[config.mk]
export PLATFORM = sky130hd
export DESIGN_NAME = decryption_scheduler
export DESIGN_NICKNAME = d
export VERILOG_FILES = /design/src/rtl/decryption_scheduler.sv
export SDC_FILE = /design/constraint.sdc
export NUM_CORES = 1
export LEC_CHECK = 0
export CORE_UTILIZATION = 42
export CTS_BUF_LIST = sky130_fd_sc_hd__clkbuf_8
export CTS_CLUSTER_SIZE = 8
export DETAILED_ROUTE_END_ITERATION = 8
export GPL_ROUTABILITY_DRIVEN = 0
export GPL_TIMING_DRIVEN = 1
export HOLD_SLACK_MARGIN = 0.15
export PLACE_DENSITY_LB_ADDON = 0.12
export SYNTH_ARGS = -nofsm -noshare
export SYNTH_HDL_FRONTEND = slang
export SYNTH_SLANG_ARGS = --single-unit
[constraint.sdc]
create_clock -name clk -period 1.8 [get_ports clk]
set_input_delay 0.27 -clock clk [delete_from_list [all_inputs] [get_ports clk]]
set_output_delay 0.27 -clock clk [all_outputs]
set_load 0.02 [all_outputs]
[src/rtl/decryption_scheduler.sv]
// Front-end scheduler: routes one character stream to one of three decryption engines
// and muxes the selected engine's output back onto a single registered stream.
module decryption_scheduler #(
    parameter int                 D_WIDTH                = 8,
    parameter int                 MAX_NOF_CHARS          = 50,
    parameter logic [D_WIDTH-1:0] START_DECRYPTION_TOKEN = 8'hFA,
    parameter int                 START_TIMEOUT          = 4
) (
    input  logic                   clk,
    input  logic                   rst_n,
    input  logic [D_WIDTH-1:0]     data_i,
    input  logic                   valid_i,
    input  logic [1:0]             sel_i,
    output logic                   busy_o,
    output logic [D_WIDTH-1:0]     eng_data_o,
    output logic [2:0]             eng_valid_o,
    input  logic [2:0]             eng_busy_i,
    input  logic [3*D_WIDTH-1:0]   eng_data_i,
    input  logic [2:0]             eng_valid_i,
    output logic [D_WIDTH-1:0]     data_o,
    output logic                   valid_o,
    output logic                   err_o
);

    localparam int CW = $clog2(MAX_NOF_CHARS + 1);
    localparam int TW = $clog2(START_TIMEOUT + 1);

    typedef enum logic [2:0] {
        S_IDLE,
        S_FWD,
        S_DISCARD,
        S_WAIT_START,
        S_WAIT_DONE
    } state_t;

    state_t             r_state;
    logic [1:0]         r_sel;
    logic [CW-1:0]      r_cnt;
    logic [TW-1:0]      r_tmo;
    logic [D_WIDTH-1:0] r_eng_data;
    logic [2:0]         r_eng_valid;
    logic [D_WIDTH-1:0] r_data_o;
    logic               r_valid_o;
    logic               r_err;

    logic               w_tok;
    logic               w_eng_busy;
    logic               w_eng_valid;
    logic [D_WIDTH-1:0] w_eng_data;

    assign w_tok       = (data_i == START_DECRYPTION_TOKEN);
    assign w_eng_busy  = eng_busy_i[r_sel];
    assign w_eng_valid = eng_valid_i[r_sel];
    assign w_eng_data  = eng_data_i[r_sel*D_WIDTH +: D_WIDTH];

    always_ff @(posedge clk) begin
        if (!rst_n) begin
            r_state     <= S_IDLE;
            r_sel       <= '0;
            r_cnt       <= '0;
            r_tmo       <= '0;
            r_eng_data  <= '0;
            r_eng_valid <= '0;
            r_data_o    <= '0;
            r_valid_o   <= 1'b0;
            r_err       <= 1'b0;
        end else begin
            r_eng_valid <= '0;
            r_err       <= 1'b0;
            // Output mux runs in every state so trailing engine output still passes.
            r_valid_o   <= w_eng_valid;
            r_data_o    <= w_eng_valid ? w_eng_data : '0;

            case (r_state)
                S_IDLE: begin
                    if (valid_i) begin
                        if (w_tok) begin
                            r_err <= 1'b1;
                        end else if (sel_i == 2'd3) begin
                            r_err   <= 1'b1;
                            r_state <= S_DISCARD;
                        end else begin
                            r_sel       <= sel_i;
                            r_eng_data  <= data_i;
                            r_eng_valid <= 3'b001 << sel_i;
                            r_cnt       <= CW'(1);
                            r_state     <= S_FWD;
                        end
                    end
                end
                S_FWD: begin
                    if (valid_i) begin
                        if (w_tok) begin
                            r_eng_data  <= data_i;
                            r_eng_valid <= 3'b001 << r_sel;
                            r_tmo       <= '0;
                            r_state     <= S_WAIT_START;
                        end else if (r_cnt == CW'(MAX_NOF_CHARS)) begin
                            r_err <= 1'b1;
                        end else begin
                            r_eng_data  <= data_i;
                            r_eng_valid <= 3'b001 << r_sel;
                            r_cnt       <= r_cnt + 1'b1;
                        end
                    end
                end
                S_DISCARD: begin
                    if (valid_i && w_tok) begin
                        r_state <= S_IDLE;
                    end
                end
                S_WAIT_START: begin
                    if (valid_i) begin
                        r_err <= 1'b1;
                    end
                    if (w_eng_busy) begin
                        r_state <= S_WAIT_DONE;
                    end else if (r_tmo == TW'(START_TIMEOUT - 1)) begin
                        r_err   <= 1'b1;
                        r_cnt   <= '0;
                        r_state <= S_IDLE;
                    end else begin
                        r_tmo <= r_tmo + 1'b1;
                    end
                end
                S_WAIT_DONE: begin
                    if (valid_i) begin
                        r_err <= 1'b1;
                    end
                    if (!w_eng_busy) begin
                        r_cnt   <= '0;
                        r_state <= S_IDLE;
                    end
                end
                default: r_state <= S_IDLE;
            endcase
        end
    end

    assign busy_o      = (r_state == S_WAIT_START) || (r_state == S_WAIT_DONE);
    assign eng_data_o  = r_eng_data;
    assign eng_valid_o = r_eng_valid;
    assign data_o      = r_data_o;
    assign valid_o     = r_valid_o;
    assign err_o       = r_err;

endmodule

==> flow_results.org, run 1 <==
** Yosys
- Summing every instance area after synthesis gives 0.00188 mm2.
- Register area share after synthesis :: 0.373
- Post-Synthesis Cells :: 222
- Count of flip-flops with a built-in enable after synthesis :: 0
- After synthesis, the share of flip-flops with an asynchronous set or reset is 0.
- Dividing the synthesized area by the synthesized cell count gives 8.45 um2.
- Synthesized-area fraction occupied by xor and xnor cells :: 0.00467
- The synthesized-area fraction occupied by ao, oa, aoi and oai cells is 0.171.
- Simple-gate portion of the synthesized area :: 0.267
- The netlist uses 47 different library cells.
- Count of state elements after synthesis :: 35
- Main combinational cell family by area after synthesis :: simple AND/OR/NAND/NOR gates
- Of the post-synthesis cell area, the part taken by muxes is 0.115.
- Net count after synthesis :: 269
- Most used flip-flop cell after synthesis :: sky130_fd_sc_hd__dfxtp_1
- During synthesis, Yosys emitted a total of 0 warnings.
- Of the total synthesized cell area, the portion taken by full adders, half adders and majority gates is 0.0267.

** Critical path
- CP cell instances :: clkdlybuf4s50_1 -> nand4bb_4 -> o211a_1 -> mux2_4 -> nor2_8 -> mux2i_1
- Worst setup path category :: in -> reg
- Startpoint of the worst-slack reg-to-reg timing path :: r_cnt[0]
- The worst setup path is launched from an input pin.
- Data required, critical path :: 2030 ps
- Data on the critical path arrives at its endpoint at 1950 ps.
- The largest individual stage delay along the critical path comes from the cell sky130_fd_sc_hd__clkdlybuf4s50_1.
- The worst setup path is captured at a flip-flop.
- The endpoint identified for the worst register-to-register timing path is eng_data_o[6].
- Maximum fanout encountered on the critical timing path :: 8
- Setup slack on the worst reg-to-reg path comes out at 100 ps.
- CP peak stage delay :: 430 ps
- Worst Reg-to-Reg Cells :: 7

** Cells and area
- Total area of multi-input combinational cells :: 0.00111 mm2
- Sequential cell area in the final layout :: 703 um2
- The repair_antennas step left the layout with diodes totalling 0.
- Leaving out fill and tap cells, the most frequent cell in the layout is sky130_fd_sc_hd__clkdlybuf4s50_1.
- After filler insertion, the fill cell instance count of the layout stands at 351.
- Layout cell share with drive strength beyond 1 :: 0.130
- Area overhead of the layout relative to synthesis :: 50.3%
- Commonest cells after routing, fill and taps aside :: sky130_fd_sc_hd__clkdlybuf4s50_1, sky130_fd_sc_hd__nand2_1, sky130_fd_sc_hd__dfxtp_1
- For this run, the post-layout net count is 347.

** Global route
- The first global-routing pass estimated 7.58 mm of wire.
- The number of antenna violations at the first check in global routing is 0.
- Global routing finished with a remaining overflow of 0.
- In the global route stage, overall resource usage came out at 0.217.
- The via count of the first global-routing pass was 1776.
- Largest net degree at the start of global routing :: 35

** Timing
- Of the available clock period, the critical path in the final layout requires 0.957.
- Fin. max-slew vios :: 0
- Final Hold Violating Endpoints :: 0
- On the final layout, the worst clock skew is 7.50 ps.
- After layout, the minimum clock period comes to 1720 ps.
- Actual slew at the worst max-slew pin :: 263 ps
- Worst slew margin :: 0.820
- Unrepaired setup endpoints after global routing :: false
- Worst hold slack after final layout :: 459 ps
- Setup violations remaining at the end of the flow were counted as 0.
- Timing-limited maximum frequency :: 581 MHz

** Placement
- HPWL Detailed :: 3.57 mm
- Count of port buffers added during placement :: 64

** Clock network
- CTS saw 35 sinks.
- Source-to-sink clock delay at the later pin of the worst-skew pair :: 290 ps
- CTS H-Tree Depth :: 2
- In this run the clock root is driven by a sky130_fd_sc_hd__clkbuf_8.
- Total clock buffers created by CTS :: 5
- The clock passes through at most 2 buffers.
- Clock tree from TritonCTS :: yes
- Hold repair after CTS inserted 0 buffers.
- After clock tree synthesis, the clock-pin slew on the worst setup and hold paths is 80 ps.

** Floorplanning
- The floorplan step set the die height to 68.8 um.
- Total die area :: 0.00474 mm2
- Std cell rows :: 23
- Core area :: 0.00414 mm2
- The die is 68.8 um wide.
- Effective utilization at floorplan :: 0.453
- Number of ports placed on the die boundary :: 65

** Pwr
- Reported net switching power :: 0.000583 W
- Switching share of power :: 0.259
- Static leakage power :: 1.13 nW
- Of the total power, registers draw 0.380.
- In this run the power density over the cells is 798 mW/mm2.
- Relative contribution of combinational cells to total power :: 0.244
- Maximum VDD drop :: 0.409 mV
- Internal power :: 0.00167 W
- Clock power frac :: 0.376
- Post-layout power :: 0.00225 W

** Status
- The flow ran to the end, and the final reports show no timing, DRC or antenna violations.

** Route
- Vias after detailed routing :: 1839
- The first routing iteration left 82 violations.
- Summed over all layers, the routed wires come to 4.70 mm.
- Via density per instance :: 5.24
- Drt drc :: 0
- The pre-antenna-repair detailed-routing pass consisted of 4 iterations.
- The detail route stage leaves a number of antenna-violating nets equal to 0.
- Routed wire length per instance :: 13.4 um

** Min path
- The worst hold path terminates at eng_data_o[0].
- Worst Hold Depth :: 2
- Hold Path Origin :: eng_data_o[0]
- The min-delay analysis places its worst path in the category reg -> reg.

** Run
- Across the run, the number of max-cap violations was 0.
==> critical path: cells and delay by family <==
| kind | cells | cell delay [ps] |
|---|---|---|
| AND/OR/NAND/NOR | 2 | 470 |
| multiplexers | 2 | 500 |
| AO/OA/AOI/OAI | 1 | 270 |
| buffers and inverters | 1 | 430 |
==> through the flow <==
step | instances | area [um2] | TNS (ps) | util | worst slack, ps
2_1_floorplan | 222 | 1880 | 0 | - | 153
3_3_place_gp | 343 | 2670 | -2950 | 0.644 | -181
3_5_place_dp | 343 | 2670 | -4500 | 0.644 | -283
4_1_cts | 351 | 2810 | 0 | 0.678 | 39.8
5_1_grt | 351 | 2820 | 0 | 0.681 | 13.3
6_report | 351 | 2820 | 0 | 0.681 | 77.9
==> cell families after synthesis <==
logic type                 after synthesis
muxes                                   21
buffers and inverters                   18
AOI/OAI and AO/OA                       45
and+or+nand+nor                         98
DFF                                     35
adders and majority gates                4
xor gates and xnor gates                 1
==> what timing repair did <==
item | 4_1_cts | 5_1_grt
endpoints found under the setup margin | 1 | 8
setup buffers | 0 | 0
gates resized for setup | 3 | 2
hold endpoints to repair | 0 | 0
==> registers in the layout, summed over array words and instances, names as in the netlist <==
name         count
data_o           8
eng_data_o       8
r_cnt            6
eng_valid_o      3
r_state          3
r_tmo            3
r_sel            2
err_o            1
valid_o          1
==> layer usage <==
layer / vias up / routed length, um / global-route usage
met4: 0 / 69 / 0.0765
met5: - / 0 / 0
met3: 8 / 310 / 0.0806
li1: 931 / - / -
met2: 54 / 2240 / 0.354
met1: 846 / 2080 / 0.260
==> power by group through the flow <==
stage / registers, W / logic (W) / clock network, W
floorplan: 0.000908 / 0.000252 / 0
global placement: 0.000870 / 0.000540 / 0
detailed placement: 0.000871 / 0.000546 / 0
CTS: 0.000854 / 0.000549 / 0.000867
global route: 0.000859 / 0.000598 / 0.000894
finish: 0.000854 / 0.000550 / 0.000847
==> final cells by class <==
| cell class | count | area share |
|---|---|---|
| clock buffer | 5 | 0.0244 |
| clock inverter | 3 | 0.0239 |
| timing repair buffer | 81 | 0.276 |
| sequential | 35 | 0.249 |
| inverter | 8 | 0.0106 |
| multi-input combinational | 169 | 0.393 |
| tap | 50 | 0.0222 |
==> worst max path at each step <==
| stage | from | to | slack [ps] | depth (start not counted) |
|---|---|---|---|---|
| after CTS | data_i[4] | eng_data_o[6] | 40 | 6 |
| after floorplan | r_cnt[0] | eng_data_o[0] | 150 | 7 |
| after detailed placement | data_i[4] | eng_data_o[6] | -280 | 6 |
| after global routing | r_cnt[0] | eng_data_o[6] | 10 | 7 |
| final | data_i[2] | eng_data_o[6] | 80 | 6 |
| after global placement | data_i[6] | eng_data_o[2] | -180 | 6 |
==> Yosys cell counts (4+ instances only) <==
library cell               instances  area (um2)
sky130_fd_sc_hd__nor2_1           30         113
sky130_fd_sc_hd__o21ai_0           9        45.0
sky130_fd_sc_hd__mux2i_1          20         200
sky130_fd_sc_hd__dfxtp_1          35         701
sky130_fd_sc_hd__a31oi_1           5        31.3
sky130_fd_sc_hd__nand2_1          35         131
sky130_fd_sc_hd__buf_2             4        20.0
sky130_fd_sc_hd__nand3_1           4        20.0
sky130_fd_sc_hd__ha_1              4        50.1
sky130_fd_sc_hd__nor3_1            8        40.0
sky130_fd_sc_hd__inv_1             8        30.0
sky130_fd_sc_hd__a21oi_1          14        70.1
sky130_fd_sc_hd__clkbuf_1          5        18.8
(Power assumes the default switching activity.)
==> inputs of run 2 (changes only) <==
--- a/config.mk
+++ b/config.mk
@@ -13,6 +13,7 @@
 export GPL_TIMING_DRIVEN = 1
 export HOLD_SLACK_MARGIN = 0.15
 export PLACE_DENSITY_LB_ADDON = 0.12
+export RECOVER_POWER = 50
 export SYNTH_ARGS = -nofsm -noshare
 export SYNTH_HDL_FRONTEND = slang
 export SYNTH_SLANG_ARGS = --single-unit
==> run 2 against run 1 <==
Hold slack worse by 4.4 ps; wire length fell by 0.74%; sequential share of layout area rose by 0.22 points; final area shrank 0.89%; sequential power barely moved; critical path type unchanged; largest power group unchanged; count of clock-buffer cells in the layout unchanged; global-route usage did not move; sequential cell count is the same.
==> flow_results.org, run 2 (synthesis gave the netlist of run 1 again) <==
** Pwr
- Clock power frac :: 0.380 (+0.004)
- Maximum VDD drop :: 0.406 mV (-0.64%)
- Sequential group share of total power :: 0.383 (+0.003)
- The internal power came to 0.00165 W (-1.1%).
- The power spent charging and discharging nets came to 0.000578 W (-0.95%).
- The power density over the cells was 796 mW/mm2 (-0.20%).
- The leakage power total is 1.18 nW (+4.5%).
- Post-layout power :: 0.00223 W (-1.1%)
- Switching share of power :: 0.260 (+0.000356)
- The combinational fraction of design power was 0.236 (-0.008).

** Critical path
- Data required, critical path :: 2030 ps (about the same)
- Kind of launch point of the worst setup path :: input pin
- The slowest stage of the critical path belongs to the cell sky130_fd_sc_hd__clkdlybuf4s50_1.
- The critical path goes through clkdlybuf4s50_1 -> nand4bb_4 -> o211a_1 -> mux2_4 -> nor2_8 -> mux2i_1.
- Startpoint of the worst-slack reg-to-reg timing path :: r_cnt[0]
- The data arrival time of the critical path was 1950 ps (about the same).
- Nature of the critical path endpoint :: flip-flop
- Worst Reg-to-Reg Cells :: 7 (unchanged)
- The number of buffers and inverters on the critical path was 1 (unchanged).
- Worst setup path category :: in -> reg
- The highest net fanout along the worst path is 8 (unchanged).
- The largest stage delay on the critical path is 430 ps (about the same).
- Kind of cell with the highest combined delay on the critical path :: multiplexers
- In this run the critical register-to-register path is captured at eng_data_o[6].
- Setup slack, reg-to-reg :: 100 ps (about the same)

** Min path
- Worst Hold Depth :: 2 (unchanged)
- The path with the worst hold slack has its endpoint at eng_data_o[0].
- The min-delay analysis places its worst path in the category reg -> reg.
- The startpoint identified for the worst hold timing path is eng_data_o[0].

** Clock network
- Clock Path Buffers :: 2 (unchanged)
- The hold buffer count at cts came to 0 (unchanged).
- Number of setup buffers added after CTS :: 0 (unchanged)
- The number of H-tree levels is 2 (unchanged).
- TritonCTS built the clock tree.
- CTS Root Cell :: sky130_fd_sc_hd__clkbuf_8
- Clock sink total :: 35 (unchanged)
- Total clock buffers created by CTS :: 5 (unchanged)
- The post-cts resize count is 3 (unchanged).
- The clock insertion delay at the later pin of the skew report is 290 ps (about the same).
- CTS clock-pin slew for the worst setup and hold paths :: 80 ps (about the same)

** Cells and area
- From synthesis to final layout, the design area changed by 49.0%.
- Commonest cells after routing, fill and taps aside :: sky130_fd_sc_hd__clkdlybuf4s50_1, sky130_fd_sc_hd__nand2_1, sky130_fd_sc_hd__dfxtp_1
- The number of nets in the final layout is 347 (unchanged).
- The antenna diode count was 0 (unchanged).
- Layout cell share with drive strength beyond 1 :: 0.123 (-0.00664)
- The library cell used most frequently in the layout, excluding fill and tap cells, is sky130_fd_sc_hd__clkdlybuf4s50_1.
- Fill cell instance count of the final layout :: 355 (+1.1%)

** Floorplanning
- Die width :: 68.8 um (unchanged)
- The number of placement rows is 23 (unchanged).
- Number of ports placed on the die boundary :: 65 (unchanged)
- The initial cell density of the core is 0.453 (unchanged).
- The area of the core region is 0.00414 mm2 (unchanged).
- Vertical die dimension :: 68.8 um (unchanged)
- The die area is 0.00474 mm2 (unchanged).

** Timing
- Setup repair after global routing left no endpoint under its margin.
- Final Cycle Share :: 0.955 (-0.00197)
- Worst clock skew on the final layout :: 8.17 ps (+0.669 ps)
- The number of pins exceeding their max-slew limit in the final report was 0 (unchanged).
- The worst-margin pin slew was 383 ps (+120 ps).
- The headroom to the max-slew limit came to 0.745 (-0.0749).
- Timing-limited maximum frequency :: 582 MHz (+0.21%)
- Count of endpoints failing setup in the final report :: 0 (unchanged)
- The shortest clock period the worst path allows after layout was 1720 ps (-3.55 ps).
- Total Negative Setup Slacks :: 0 ps (unchanged)
- Final Hold Violating Endpoints :: 0 (unchanged)

** Route
- Post-route antenna net violation count :: 0 (unchanged)
- Drt drc :: 0 (unchanged)
- The first-pass detailed-route iteration total was 4 (unchanged).
- Violation count after the first detailed-routing iteration :: 87 (+6.1%)
- Vias after detailed routing :: 1842 (+0.16%)
- Routed wire length per instance :: 13.3 um (-0.74%)
- Total routed wirelength :: 4.67 mm (-0.74%)
- The average via count per standard cell is 5.25 (+0.16%).

** Placement
- The number of buffer cells added on primary ports is 64 (unchanged).
- The final HPWL from detailed placement came to 3.57 mm (unchanged).

** Global route
- Initial antenna violation count :: 0 (unchanged)
- Vias in the first global route :: 1776 (unchanged)
- Total track usage :: 0.217 (unchanged)
- Global-route wire length before repair :: 7.58 mm (unchanged)
- The pin count of the biggest net entering global routing came to 35 (unchanged).
- Global-route congestion overflow total :: 0 (unchanged)

** Run
- Number of maximum-capacitance violations :: 0 (unchanged)

** Status
- The flow ran to the end, and the final reports show no timing, DRC or antenna violations.
-- run 2: cell types whose count changed in the layout (fill, tap and decap cells not counted), sizes merged --
cell           change
clkdlybuf4s50     -21
buf                -1
dlygate4sd3       +21
clkbuf             +1
-- run 2: worst max-delay path by stage --
stage,start,end,slack (ps),depth (start not counted)
after detailed placement,data_i[4],eng_data_o[6],-280,6
after global placement,data_i[6],eng_data_o[2],-180,6
after global routing,r_cnt[0],eng_data_o[6],10,7
after CTS,data_i[4],eng_data_o[6],40,6
after floorplan,r_cnt[0],eng_data_o[0],150,7
final,data_i[2],eng_data_o[6],80,6
-- run 2: worst register-to-register path, delay by kind of cell, from the launching register on --
family,cells,cell delay (ps)
compound gates,1,160
buf+inv,1,50
mux,2,500
flops,1,330
simple gates,2,420
fa+ha+maj,1,180
-- run 2: routing by layer --
metal | GRT usage | vias to the layer above | share of wire
met1 | 0.260 | 845 | 0.44
met5 | 0 | - | 0
li1 | - | 931 | -
met2 | 0.354 | 58 | 0.48
met4 | 0.0765 | 0 | 0.015
met3 | 0.0806 | 8 | 0.068
-- run 2: cell type report --
cell class | count | area (um2) | share of cell area
Inverter | 8 | 30.0 | 0.0107
Clock buffer | 5 | 68.8 | 0.0246
Timing Repair Buffer | 81 | 777 | 0.278
Sequential cell | 35 | 703 | 0.251
Clock inverter | 3 | 67.6 | 0.0242
Multi-Input combinational cell | 169 | 1090 | 0.389
Tap cell | 50 | 62.6 | 0.0224
-- run 2: power groups by stage --
stage	clock, W	sequential (W)	combinational [W]
floorplan	0	0.000908	0.000252
global placement	0	0.000870	0.000540
detailed placement	0	0.000871	0.000546
CTS	0.000867	0.000854	0.000549
global route	0.000894	0.000857	0.000575
finish	0.000847	0.000853	0.000527
-- run 2: through the flow --
step	hold slack, ps	area [um2]	util	std cells	setup WS (ps)
floorplan	409	1880	-	222	153
global placement	444	2670	0.644	343	-181
detailed placement	451	2670	0.644	343	-283
CTS	464	2810	0.678	351	39.8
global route	475	2800	0.675	351	13.3
finish	454	2800	0.675	351	81.5
==> inputs of run 3 (changes only) <==
--- a/config.mk
+++ b/config.mk
@@ -11,8 +11,8 @@
 export DETAILED_ROUTE_END_ITERATION = 8
 export GPL_ROUTABILITY_DRIVEN = 0
 export GPL_TIMING_DRIVEN = 1
-export HOLD_SLACK_MARGIN = 0.15
-export PLACE_DENSITY_LB_ADDON = 0.12
+export HOLD_SLACK_MARGIN = 0.08
+export PLACE_DENSITY = 0.78
 export RECOVER_POWER = 50
 export SYNTH_ARGS = -nofsm -noshare
 export SYNTH_HDL_FRONTEND = slang
==> run 3 against run 2 <==
Setup slack got worse by 1.8 ps; clock skew decreased by 0.95 ps; largest power group unchanged; count of clock-buffer cells in the layout is the same; highest routed layer unchanged; critical path type unchanged; wire length fell by 0.51%; sequential power is essentially flat; critical endpoint is now eng_data_o[1]; first-iteration DRC count is 20% lower; via count is the same; non-clock buffer count rose by 2; cell count up 0.57%; hold slack got worse by 170 ps; final area shrank 0.67%; sequential share of layout area rose by 0.21 points.
==> flow_results.org, run 3 (synthesis gave the netlist of run 1 again) <==
** Cells and area
- The final standard cell area without fillers came to 0.00278 mm2 (-0.67%).
- Commonest cells after routing, fill and taps aside :: sky130_fd_sc_hd__clkdlybuf4s50_1, sky130_fd_sc_hd__nand2_1, sky130_fd_sc_hd__dfxtp_1
- Area overhead of the layout relative to synthesis :: 48.0%
- Antenna cell count :: 0 (unchanged)
- The ratio of cells with drive above 1 in the final layout is 0.122 (-0.000811).
- Most common cell after layout, fill and taps aside :: sky130_fd_sc_hd__clkdlybuf4s50_1
- Utilization of the core after routing :: 0.670 (-0.00453)
- Number of standard cells in the final layout excluding fillers :: 353 (+0.57%)
- Number of nets in the final layout :: 349 (+0.58%)

** Global route
- The number of antenna violations at the first check in global routing was 0 (unchanged).
- Total track usage :: 0.219 (+0.00133)
- The first-pass GRT wire length is 7.60 mm (+0.17%).
- The residual overflow from global routing came to 0 (unchanged).
- Largest net degree at the start of global routing :: 35 (unchanged)
- Vias in the first global route :: 1698 (-4.4%)

** Clock network
- The clock tree buffer depth came to 2 (unchanged).
- TritonCTS built the clock tree.
- CTS H-Tree Depth :: 2 (unchanged)
- The total clock buffers created by CTS is 5 (unchanged).
- The clock-pin slew of the registers on the worst-case setup and hold paths is 70 ps (about the same).
- The tree is rooted in a sky130_fd_sc_hd__clkbuf_8.
- Source-to-sink clock delay at the later pin of the worst-skew pair :: 290 ps (about the same)
- Clock sink total :: 35 (unchanged)
- The hold buffer count at cts is 0 (unchanged).

** Timing
- The share of the clock period used by the worst path after layout was 0.956 (+0.000976).
- Count of endpoints failing setup in the final report :: 0 (unchanged)
- The number of pins exceeding their max-slew limit in the final report came to 0 (unchanged).
- Timing-limited maximum frequency :: 581 MHz (-0.10%)
- The shortest clock period the worst path allows after layout is 1720 ps (+1.76 ps).
- Worst slew margin :: 0.694 (-0.0505)
- The count of endpoints failing hold in the final timing report was 0 (unchanged).
- Worst clock skew on the final layout :: 7.22 ps (-0.948 ps)
- Actual slew at the worst max-slew pin :: 459 ps (+75.7 ps)

** Critical path
- The largest stage delay on the critical path is 430 ps (about the same).
- The critical path is of the in -> reg type.
- STA classifies the critical path endpoint as a flip-flop.
- Maximum fanout encountered on the critical timing path :: 8 (unchanged)
- CP bufs+invs :: 1 (unchanged)
- Critical-path cell with the highest stage delay :: sky130_fd_sc_hd__clkdlybuf4s50_1
- Data required, critical path :: 2020 ps (about the same)
- Among cell families on the critical path, the largest total delay comes from multiplexers.
- Kind of launch point of the worst setup path :: input pin
- The data arrival time of the critical path is 1940 ps (about the same).
- CP cell instances :: clkdlybuf4s50_1 -> nand4bb_4 -> o211a_1 -> mux2_4 -> nor2_8 -> mux2i_1

** Floorplanning
- Effective utilization at floorplan :: 0.453 (unchanged)
- The number of placement rows came to 23 (unchanged).
- Core area :: 0.00414 mm2 (unchanged)
- The width of the chip was 68.8 um (unchanged).
- The height of the die was 68.8 um (unchanged).
- The die area came to 0.00474 mm2 (unchanged).
- The number of placed I/O pins is 65 (unchanged).

** Placement
- Count of port buffers added during placement :: 64 (unchanged)
- The number of instances in the placed design came to 344 (+0.29%).
- The cell area reported after detailed placement came to 0.00268 mm2 (+0.28%).
- The final HPWL from detailed placement came to 3.41 mm (-4.5%).

** Min path
- Type of the worst min-delay path :: in -> reg

** Route
- Via density per instance :: 5.22 (-0.57%)
- Drt drc :: 0 (unchanged)
- The detailed-route wire length per cell was 13.2 um (-1.1%).
- The first-pass detailed-route iteration total was 4 (unchanged).
- Total routed wirelength :: 4.64 mm (-0.51%)
- The total number of vias came to 1842 (unchanged).
- Post-route antenna net violation count :: 0 (unchanged)
- Violation count after the first detailed-routing iteration :: 70 (-20%)

** Pwr
- The leakage power total is 1.19 nW (+0.44%).
- The worst IR drop on VDD is 0.551 mV (+36%).
- The power density over the cells was 694 mW/mm2 (-13%).

** Run
- Number of maximum-capacitance violations :: 0 (unchanged)

** Status
- Outcome :: finished clean
==> run 3: final cells by class <==
class                      count  area, um2
tap                           50       62.6
sequential                    35        704
clock inverter                 3       12.5
inverter                       8       30.0
timing repair buffer          83        795
multi-input combinational    169       1100
clock buffer                   5       68.8
fill                         347       1370
==> run 3: final timing paths <==
kind	startpoint	to	slack, ps	depth (start not counted)
hold / removal	data_i[0]	eng_data_o[0]	280	3
setup / recovery	data_i[2]	eng_data_o[1]	80	6
hold reg to reg	eng_data_o[2]	eng_data_o[2]	460	2
setup reg to reg	r_cnt[0]	eng_data_o[1]	90	7
==> run 3: power by group <==
group | leakage (nW) | switching (W) | total [W] | internal (W)
sequential | 0.287 | 0.0000283 | 0.000852 | 0.000823
combinational | 0.852 | 0.000258 | 0.000538 | 0.000280
clock | 0.0505 | 0.000278 | 0.000538 | 0.000260
==> run 3: tightest hold or removal path: stages <==
cell and delay (ps):
sky130_fd_sc_hd__dlymetal6s2s_1 140, sky130_fd_sc_hd__nand2_1 60, sky130_fd_sc_hd__mux2i_1 60
==> run 3: per-stage QoR <==
step | power, W | hold WS, ps | TNS [ps] | setup WS, ps
floorplan | 0.00116 | 409 | 0 | 153
global placement | 0.00141 | 446 | -2590 | -161
detailed placement | 0.00142 | 448 | -3600 | -247
CTS | 0.00195 | 463 | 0 | 63.7
global route | 0.00202 | 304 | -0.690 | -0.690
finish | 0.00193 | 284 | 0 | 79.7
==> run 3: routing by layer <==
metal  vias up  GRT usage  share of wire
met5         -          0              0
met4         0     0.0969          0.016
met3         5     0.0609          0.064
met2        64      0.364           0.48
met1       834      0.260           0.44
li1        939          -              -
==> run 3: repair_timing <==
item	CTS	global route
resized for setup	3	5
pin swaps	0	3
setup buffers	0	1
endpoints found under the setup margin	1	2
